==> config.mk <==
export PLATFORM = sky130hd
export DESIGN_NAME = multi_down_counter
export DESIGN_NICKNAME = d
export VERILOG_FILES = /design/src/rtl/multi_down_counter.sv
export SDC_FILE = /design/constraint.sdc
export NUM_CORES = 1
export LEC_CHECK = 0
export BUFFER_PORTS_ARGS = -buffer_cell sky130_fd_sc_hd__buf_2
export CORE_AREA = 4 4 122 124
export DETAILED_ROUTE_END_ITERATION = 16
export DIE_AREA = 0 0 126 128
export SETUP_SLACK_MARGIN = 0.2
export SLEW_MARGIN = 20
export SYNTH_ARGS = -nofsm -noshare
export SYNTH_HDL_FRONTEND = slang
export SYNTH_SLANG_ARGS = --single-unit
==> constraint.sdc <==
create_clock -name clock -period 3.5 [get_ports clock]
set_input_delay 0.7 -clock clock [delete_from_list [all_inputs] [get_ports clock]]
set_output_delay 0.7 -clock clock [all_outputs]
set_load 0.02 [all_outputs]
==> src/rtl/multi_down_counter.sv <==
// Multi-channel loadable down-counter with periodic auto-reload,
// terminal-count pulse and sticky expired flag per channel.
module multi_down_counter #(
  parameter int WIDTH    = 8,
  parameter int CHANNELS = 4
) (
  input  logic                      clock,
  input  logic                      reset_n,
  input  logic [CHANNELS-1:0]       latch,
  input  logic [CHANNELS*WIDTH-1:0] in,
  input  logic [CHANNELS-1:0]       dec,
  input  logic [CHANNELS-1:0]       periodic,
  input  logic [CHANNELS-1:0]       clr,
  output logic [CHANNELS*WIDTH-1:0] count,
  output logic [CHANNELS-1:0]       zero,
  output logic [CHANNELS-1:0]       tc,
  output logic [CHANNELS-1:0]       expired,
  output logic                      any_zero
);

  for (genvar i = 0; i < CHANNELS; i++) begin : g_ch
    logic [WIDTH-1:0] cnt;
    logic [WIDTH-1:0] rld;
    logic [WIDTH-1:0] ld;
    logic             tc_q;
    logic             exp_q;
    logic             at_zero;
    logic             do_dec;
    logic             do_rld;
    logic             hit;

    assign ld      = in[i*WIDTH +: WIDTH];
    assign at_zero = (cnt == '0);
    assign do_dec  = dec[i] && !at_zero;
    assign do_rld  = dec[i] && at_zero
                     && periodic[i] && (rld != '0);
    // Terminal count only from a real decrement, never from a load
    assign hit     = !latch[i] && do_dec
                     && (cnt == WIDTH'(1));

    always_ff @(posedge clock or negedge reset_n) begin
      if (!reset_n) begin
        cnt  <= '0;
        rld  <= '0;
        tc_q <= 1'b0;
      end else begin
        priority case (1'b1)
          latch[i]: begin
            cnt  <= ld;
            rld  <= ld;
            tc_q <= 1'b0;
          end
          do_dec: begin
            cnt  <= cnt - WIDTH'(1);
            tc_q <= hit;
          end
          do_rld: begin
            cnt  <= rld;
            tc_q <= 1'b0;
          end
          default: tc_q <= 1'b0;
        endcase
      end
    end

    always_ff @(posedge clock or negedge reset_n) begin
      if (!reset_n)    exp_q <= 1'b0;
      else if (hit)    exp_q <= 1'b1;
      else if (clr[i]) exp_q <= 1'b0;
    end

    assign count[i*WIDTH +: WIDTH] = cnt;
    assign zero[i]                 = at_zero;
    assign tc[i]                   = tc_q;
    assign expired[i]              = exp_q;
  end

  assign any_zero = |zero;

endmodule

==> flow_summary.json, run 1 <==
{
  "outcome": "finished clean",
  "setup_viol_count_final": 0,
  "finalCritPeriodShare": 0.8961,
  "syn-instance-count": 427,
  "insertion_delay_ns": 0.34,
  "htreeDepth": 3,
  "ctsLongestPathBuffers": 2,
  "crit_path_end_kind": "primary output",
  "place.port_buffers": 94,
  "crit_arrival_ns": 2.44,
  "die_area_um2": 16130,
  "regArea_um2": 1802,
  "multi_input_area_um2": 1996,
  "yosys.area.top_type": "dfrtp_1",
  "start_util": 0.2959,
  "cts_buffers": 9,
  "ys.flop_type": "dfrtp_1",
  "leakagePower_nw": 2.315,
  "drt_wl_total_mm": 10.60,
  "synth_common_cells": "dfrtp_1 (72), o21ai_0 (34), inv_1 (32)",
  "antenna_cells": 0,
  "fp.dieW_um": 126,
  "maxSlewHeadroom": 0.3815,
  "cts_setup_buffers": 0,
  "vias": 3547,
  "post_cts_resized": 0,
  "async_reset_ff_frac": 1.000,
  "hold_viol_final": 0,
  "p_sw_mw": 0.7471,
  "fin_skew_ns": 0.005420,
  "drt-pass1-iter-count": 5,
  "gp_congestion": 0.8546,
  "min_path_cells": 1,
  "cts_tree": "yes",
  "synth-seq-cells": 72,
  "syn_nets": 486,
  "min_path_type": "flop to flop",
  "critical_path_class": "flop to primary output",
  "drt_first_iter_violations": 218,
  "crit_start": "g_ch[1].cnt[0]",
  "synth.area.top_cells": "dfrtp_1 (44%), mux2_2 (5.8%), o21ai_0 (4.2%)",
  "yosysMostFrequentCell": "dfrtp_1",
  "cp_max_fo": 7,
  "period_minus_slack_ns": 3.136,
  "grt_pass1_wl_mm": 17.46,
  "synth_top_family_by_area": "compound AO/OA/AOI/OAI gates",
  "muxShareOfSynthArea": 0.07154,
  "area_growth_pct": 21.65,
  "combPwrFrac": 0.192,
  "power.internal_mw": 1.806,
  "antenna_left": 0,
  "dp_cells": 674,
  "grt_usage": 0.1334,
  "postLayoutCellArea_um2": 4957,
  "synthSimpleGateAreaFrac": 0.1719,
  "start_kind": "flop",
  "via_per_inst": 5.141,
  "p_per_area_nw_per_um2": 515.0,
  "root_buffer": "clkbuf_16",
  "num-fill-cells": 1461,
  "path_clk_slew_ns": 0.05,
  "grt_pass1_vias": 3500,
  "reg2reg_slack_ns": 0.91,
  "yosys_warnings": 0,
  "maxSlewViolCount": 0,
  "avgRoutedWirePerCell_um": 15.37,
  "synth.distinct_cells": 67,
  "tightest_slew_ns": 0.9277,
  "syn-cell-area_um2": 4075,
  "synth_fa_ha_area_frac": 0.02763,
  "fin_nets": 564,
  "yosysSeqAreaShare": 0.4421,
  "numClockSinks": 72,
  "max_freq_mhz": 318.9,
  "maxCapViolations": 0,
  "power.share.clock": 0.405,
  "rsz0062_at_grt": "false",
  "synth-xor-area-share": 0.01719,
  "core.rowCount": 43,
  "die_y_um": 128,
  "drive_gt1_frac": 0.2882,
  "syn_area_per_cell_um2": 9.544,
  "cp-endpoint": "any_zero",
  "swShare": 0.2926,
  "dpl_cell_area_um2": 4621,
  "hpwl_mm": 7.862,
  "crit_required_ns": 2.80,
  "grt_max_degree": 73,
  "remaining_drc_errors": 0,
  "r2r-start": "g_ch[3].cnt[4]",
  "synth_edf_count": 0,
  "fin_setup_tns_ns": 0,
  "ios": 95,
  "ir_drop_mv": 0.2255,
  "yosysTopAreaCellShare": 0.4421,
  "seq_power_share": 0.403,
  "core_area_um2": 13770,
  "r2r_cells": 4,
  "hold_buffers": 0,
  "rr_endpoint": "g_ch[3].cnt[1]",
  "grt_antenna_before_repair": 0,
  "synth_compound_area_frac": 0.2008,
  "fin_cells": 690,
  "gr-total-overflow": 0
}
[state kept, by name, indices dropped and copies added (netlist names)]
register and count:
g_ch.cnt 32, g_ch.rld 32, g_ch.exp_q 4, g_ch.tc_q 4
[worst min path at each step]
stage / start / to / slack, ns
floorplan: reset_n / g_ch[0].cnt[0] / 0.40
global placement: g_ch[0].exp_q / g_ch[0].exp_q / 0.46
detailed placement: g_ch[1].exp_q / g_ch[1].exp_q / 0.46
CTS: g_ch[1].exp_q / g_ch[1].exp_q / 0.48
global route: g_ch[3].exp_q / g_ch[3].exp_q / 0.50
finish: g_ch[1].exp_q / g_ch[1].exp_q / 0.47
[cell type report]
class / count / area share
clock buffers: 14 / 0.05528
inverters: 32 / 0.02423
flip-flops and latches: 72 / 0.3635
clock inverters: 2 / 0.01212
multi-input cells: 295 / 0.4026
well taps: 180 / 0.04543
repair buffers: 95 / 0.09692
[per-stage QoR]
stage          utilization  hold slack (ns)  total power [mW]  setup slack (ns)
4_1_cts             0.3597           0.4774             2.586            0.2291
6_report            0.3599           0.4727             2.553            0.3637
5_1_grt             0.3599           0.4955             2.695            0.2069
2_1_floorplan            -           0.4044             1.347            0.7935
3_3_place_gp        0.3355           0.4564             1.524            0.7331
3_5_place_dp        0.3355           0.4644             1.535            0.6020
[power by group through the flow]
| stage | Clock (mW) | Sequential (mW) | Combinational [mW] |
|---|---|---|---|
| after detailed placement | 0 | 1.04 | 0.494 |
| after global placement | 0 | 1.04 | 0.488 |
| after floorplan | 0 | 1.08 | 0.268 |
| after global routing | 1.10 | 1.04 | 0.546 |
| after CTS | 1.06 | 1.03 | 0.496 |
| final | 1.03 | 1.03 | 0.491 |
[worst max-delay path, stage by stage (launching register included)]
cell     delay (ns)
dfrtp_1        0.46
inv_1          0.11
ha_1           0.22
or4b_2         0.71
nor2_2         0.26
or4_1          0.18
buf_2          0.17
[cells by family after synthesis]
kind of cell / Yosys count
xor gates and xnor gates: 8
DFF: 72
muxes: 26
AOI/OAI and AO/OA: 125
adders and majority gates: 9
and+or+nand+nor: 127
buffers and inverters: 60
[layout by cell type, fill, tap and decap left out, types with 5 or more instances in the layout]
| cell | n |
|---|---|
| buf_2 | 93 |
| dfrtp_1 | 72 |
| o21ai_0 | 34 |
| inv_1 | 32 |
| nor2_1 | 28 |
| a21oi_1 | 25 |
| nand2_1 | 22 |
| mux2_2 | 21 |
| nor4_1 | 12 |
| nor3_1 | 11 |
| nor2b_1 | 10 |
| a22oi_1 | 9 |
| a21o_1 | 9 |
| ha_1 | 9 |
| clkbuf_16 | 9 |
| or4_1 | 8 |
| a31oi_1 | 8 |
| or2_2 | 7 |
| a221oi_1 | 6 |
| nand3_1 | 5 |
[per-layer routing]
layer	track usage	wire length (um)
met1	0.1708	4599
met2	0.2131	5152
met3	0.03250	606
met4	0.06246	245
met5	0	0
Note: power is estimated with default switching activity, not from simulation.
==> run 2: changes to the inputs <==
--- a/config.mk
+++ b/config.mk
@@ -5,10 +5,11 @@
 export SDC_FILE = /design/constraint.sdc
 export NUM_CORES = 1
 export LEC_CHECK = 0
+export ABC_AREA = 1
 export BUFFER_PORTS_ARGS = -buffer_cell sky130_fd_sc_hd__buf_2
-export CORE_AREA = 4 4 122 124
+export CORE_AREA = 4 4 130 132
 export DETAILED_ROUTE_END_ITERATION = 16
-export DIE_AREA = 0 0 126 128
+export DIE_AREA = 0 0 134 136
 export SETUP_SLACK_MARGIN = 0.2
 export SLEW_MARGIN = 20
 export SYNTH_ARGS = -nofsm -noshare
==> constraint.sdc (replaced) <==
create_clock -name clock -period 3 [get_ports clock]
set_input_delay 0.6 -clock clock [delete_from_list [all_inputs] [get_ports clock]]
set_output_delay 0.6 -clock clock [all_outputs]
set_load 0.02 [all_outputs]
==> run 2 against run 1 <==
Effect of this change:
- flip-flop and latch count unchanged
- combinational power grew 140%
- sequential power rose by 22%
- register-to-register slack improved by 0.23 ns
- non-clock buffer count up 1
- clock skew is 0.0017 ns lower
- routed wire length grew 11%
- critical path type unchanged
- first-iteration DRC count decreased by 8.7%
- sequential share of layout area shrank 3.6 points
- setup slack improved by 0.15 ns
- clock power is essentially flat
==> flow_summary.json, run 2 <==
{
  "outcome": "finished clean",
  "final_common_cell": "nand2_1",
  "crit_path_end_kind": "primary output",
  "power.total_mw": 3.445,
  "grt_use_met2": 0.2089,
  "postLayoutCellArea_um2": 5508,
  "synth.area.top_cells": "dfrtp_1 (39%), nand2_1 (24%), nand3_1 (6.2%)",
  "cp_max_fo": 6,
  "rsz0062_at_grt": "false",
  "ir_drop_mv": 0.2418,
  "most-common-layout-cells": "nand2_1 (293), buf_2 (93), dfrtp_1 (72), inv_1 (58), nand3_1 (58)",
  "vias": 4175,
  "hold_buffers": 0,
  "grt_max_degree": 36,
  "gr-total-overflow": 0,
  "swShare": 0.3865,
  "yosysSeqAreaShare": 0.3869,
  "syn-instance-count": 648,
  "drive_gt1_frac": 0.1989,
  "fin_nets": 790,
  "area_growth_pct": 18.27,
  "max_freq_mhz": 402.6,
  "via_per_inst": 4.395,
  "grt_usage": 0.1319,
  "remaining_drc_errors": 0,
  "htreeDepth": 3,
  "power.share.clock": 0.296,
  "maxCapViolations": 0,
  "reg2reg_slack_ns": 1.14,
  "yosysMostFrequentCell": "nand2_1",
  "r2r_cells": 9,
  "finalCritPeriodShare": 0.8280,
  "dp_cells": 936,
  "path_clk_slew_ns": 0.05,
  "cts_setup_buffers": 0,
  "cp.buffers_inverters": 2,
  "syn-cell-area_um2": 4657,
  "num-fill-cells": 1705,
  "hpwl_mm": 8.834,
  "fin_util": 0.3505,
  "synth_common_cells": "nand2_1 (293), dfrtp_1 (72), inv_1 (58), nand3_1 (58), nor2_1 (33)",
  "period_minus_slack_ns": 2.484,
  "start_kind": "flop",
  "crit_required_ns": 2.40,
  "seq_power_share": 0.366,
  "p_per_area_nw_per_um2": 625.5,
  "use_met3": 0.03035,
  "synth-seq-cells": 72,
  "grt_antenna_before_repair": 0,
  "crit_arrival_ns": 1.88,
  "core.rowCount": 46,
  "root_buffer": "clkbuf_16",
  "min_path_type": "primary input to async pin",
  "power.internal_mw": 2.114,
  "max_stage_delay_ns": 0.41,
  "fin_cells": 950,
  "avgRoutedWirePerCell_um": 12.35,
  "cts_tree": "yes",
  "ios": 95,
  "async_reset_ff_frac": 1.000,
  "drt-pass1-iter-count": 6,
  "reg_top3": "g_ch.cnt: 32 flops, g_ch.rld: 32 flops",
  "drt_first_iter_violations": 199,
  "syn_nets": 707,
  "rr_endpoint": "g_ch[2].cnt[2]",
  "maxSlewViolCount": 0,
  "grt_pass1_vias": 3962,
  "hold_viol_final": 0,
  "crit_path_cell_trace": "inv_1, ha_1, nand2_2, nor2_4, nor2_1, nand2_1, buf_2",
  "yosys_warnings": 0,
  "leakagePower_nw": 3.111,
  "ys.flop_type": "dfrtp_1",
  "drt_wl_total_mm": 11.73,
  "critical-path-top-delay-family": "simple AND/OR/NAND/NOR gates",
  "combPwrFrac": 0.338,
  "start_util": 0.2964,
  "gp_congestion": 0.8614,
  "insertion_delay_ns": 0.33,
  "die_y_um": 136,
  "die_area_um2": 18220,
  "fp.dieW_um": 134,
  "place.port_buffers": 94,
  "critical_path_class": "flop to primary output",
  "cts_buffers": 9,
  "yosysTopAreaCellShare": 0.3869,
  "cpMaxStageDelayCell": "dfrtp_1",
  "r2r-start": "g_ch[2].cnt[0]",
  "core_area_um2": 15710,
  "antenna_cells": 0,
  "antenna_left": 0,
  "setup_viol_count_final": 0,
  "yosys.area.top_type": "dfrtp_1",
  "synth_edf_count": 0,
  "synth.distinct_cells": 29,
  "grt_use_met1": 0.1760,
  "numClockSinks": 72,
  "fin_skew_ns": 0.003756,
  "maxSlewHeadroom": 0.6462,
  "p_sw_mw": 1.331,
  "syn_area_per_cell_um2": 7.187,
  "busiest_layer": "met2",
  "grt_pass1_wl_mm": 19.43,
  "tightest_slew_ns": 0.5301,
  "dpl_cell_area_um2": 5234,
  "ctsLongestPathBuffers": 2,
  "post_cts_resized": 0,
  "fin_setup_tns_ns": 0
}
run 2: worst max-delay path by stage:
stage | cells after the start | startpoint | slack, ns | end
after detailed placement | 7 | g_ch[2].cnt[0] | 0.82 | any_zero
after global routing | 7 | g_ch[2].cnt[0] | 0.33 | any_zero
after global placement | 7 | g_ch[2].cnt[0] | 0.86 | any_zero
final | 7 | g_ch[2].cnt[0] | 0.52 | any_zero
after CTS | 7 | g_ch[2].cnt[0] | 0.46 | any_zero
after floorplan | 6 | g_ch[1].cnt[0] | 1.0 | any_zero
run 2: final cells by class:
| type | count | area, um2 | share of cell area |
|---|---|---|---|
| inverter | 62 | 234.0 | 0.04248 |
| clock buffer | 14 | 274.0 | 0.04975 |
| timing repair buffer | 96 | 488.0 | 0.08860 |
| multi-input combinational | 490 | 2440 | 0.4430 |
| sequential | 72 | 1802 | 0.3271 |
| tap | 216 | 270.3 | 0.04907 |
run 2: per-stage QoR:
| stage | setup WS, ns | hold slack [ns] |
|---|---|---|
| after floorplan | 0.9951 | 0.3044 |
| after global placement | 0.8594 | 0.4762 |
| after detailed placement | 0.8244 | 0.4793 |
| after CTS | 0.4553 | 0.2344 |
| after global routing | 0.3280 | 0.2635 |
| final | 0.5160 | 0.2096 |
run 2: power groups by stage:
| stage | registers (mW) | logic (mW) | clock network (mW) |
|---|---|---|---|
| final | 1.26 | 1.16 | 1.02 |
| after global routing | 1.29 | 1.32 | 1.09 |
| after CTS | 1.26 | 1.18 | 1.05 |
| after detailed placement | 1.28 | 1.17 | 0 |
| after global placement | 1.27 | 1.18 | 0 |
| after floorplan | 1.36 | 0.767 | 0 |
run 2: kinds of logic (layout without fill, tap and decap cells):
family                     after synthesis  after routing  synth area share
and+or+nand+nor                        452            452            0.4624
buffers and inverters                   86            172           0.08920
DFF                                     72             72            0.3869
AOI/OAI and AO/OA                       24             24           0.02794
adders and majority gates                9              9           0.02418
xor gates and xnor gates                 5              5          0.009403
run 2: worst reg2reg max path, stage by stage (launching register included):
cell and delay [ns]:
dfrtp_1 0.41, inv_1 0.16, ha_1 0.29, nand2_2 0.11
nor2_4 0.21, nor2_8 0.10, clkinv_2 0.15, nand3_4 0.15
nand2_1 0.13, nand2_1 0.05
run 2: metal layers:
metal / routed length [um] / up-vias / share of wire
li1: - / 2197 / -
met1: 5671 / 1865 / 0.48
met2: 5266 / 97 / 0.45
met3: 571 / 16 / 0.049
met4: 222 / 0 / 0.019
met5: 0 / - / 0
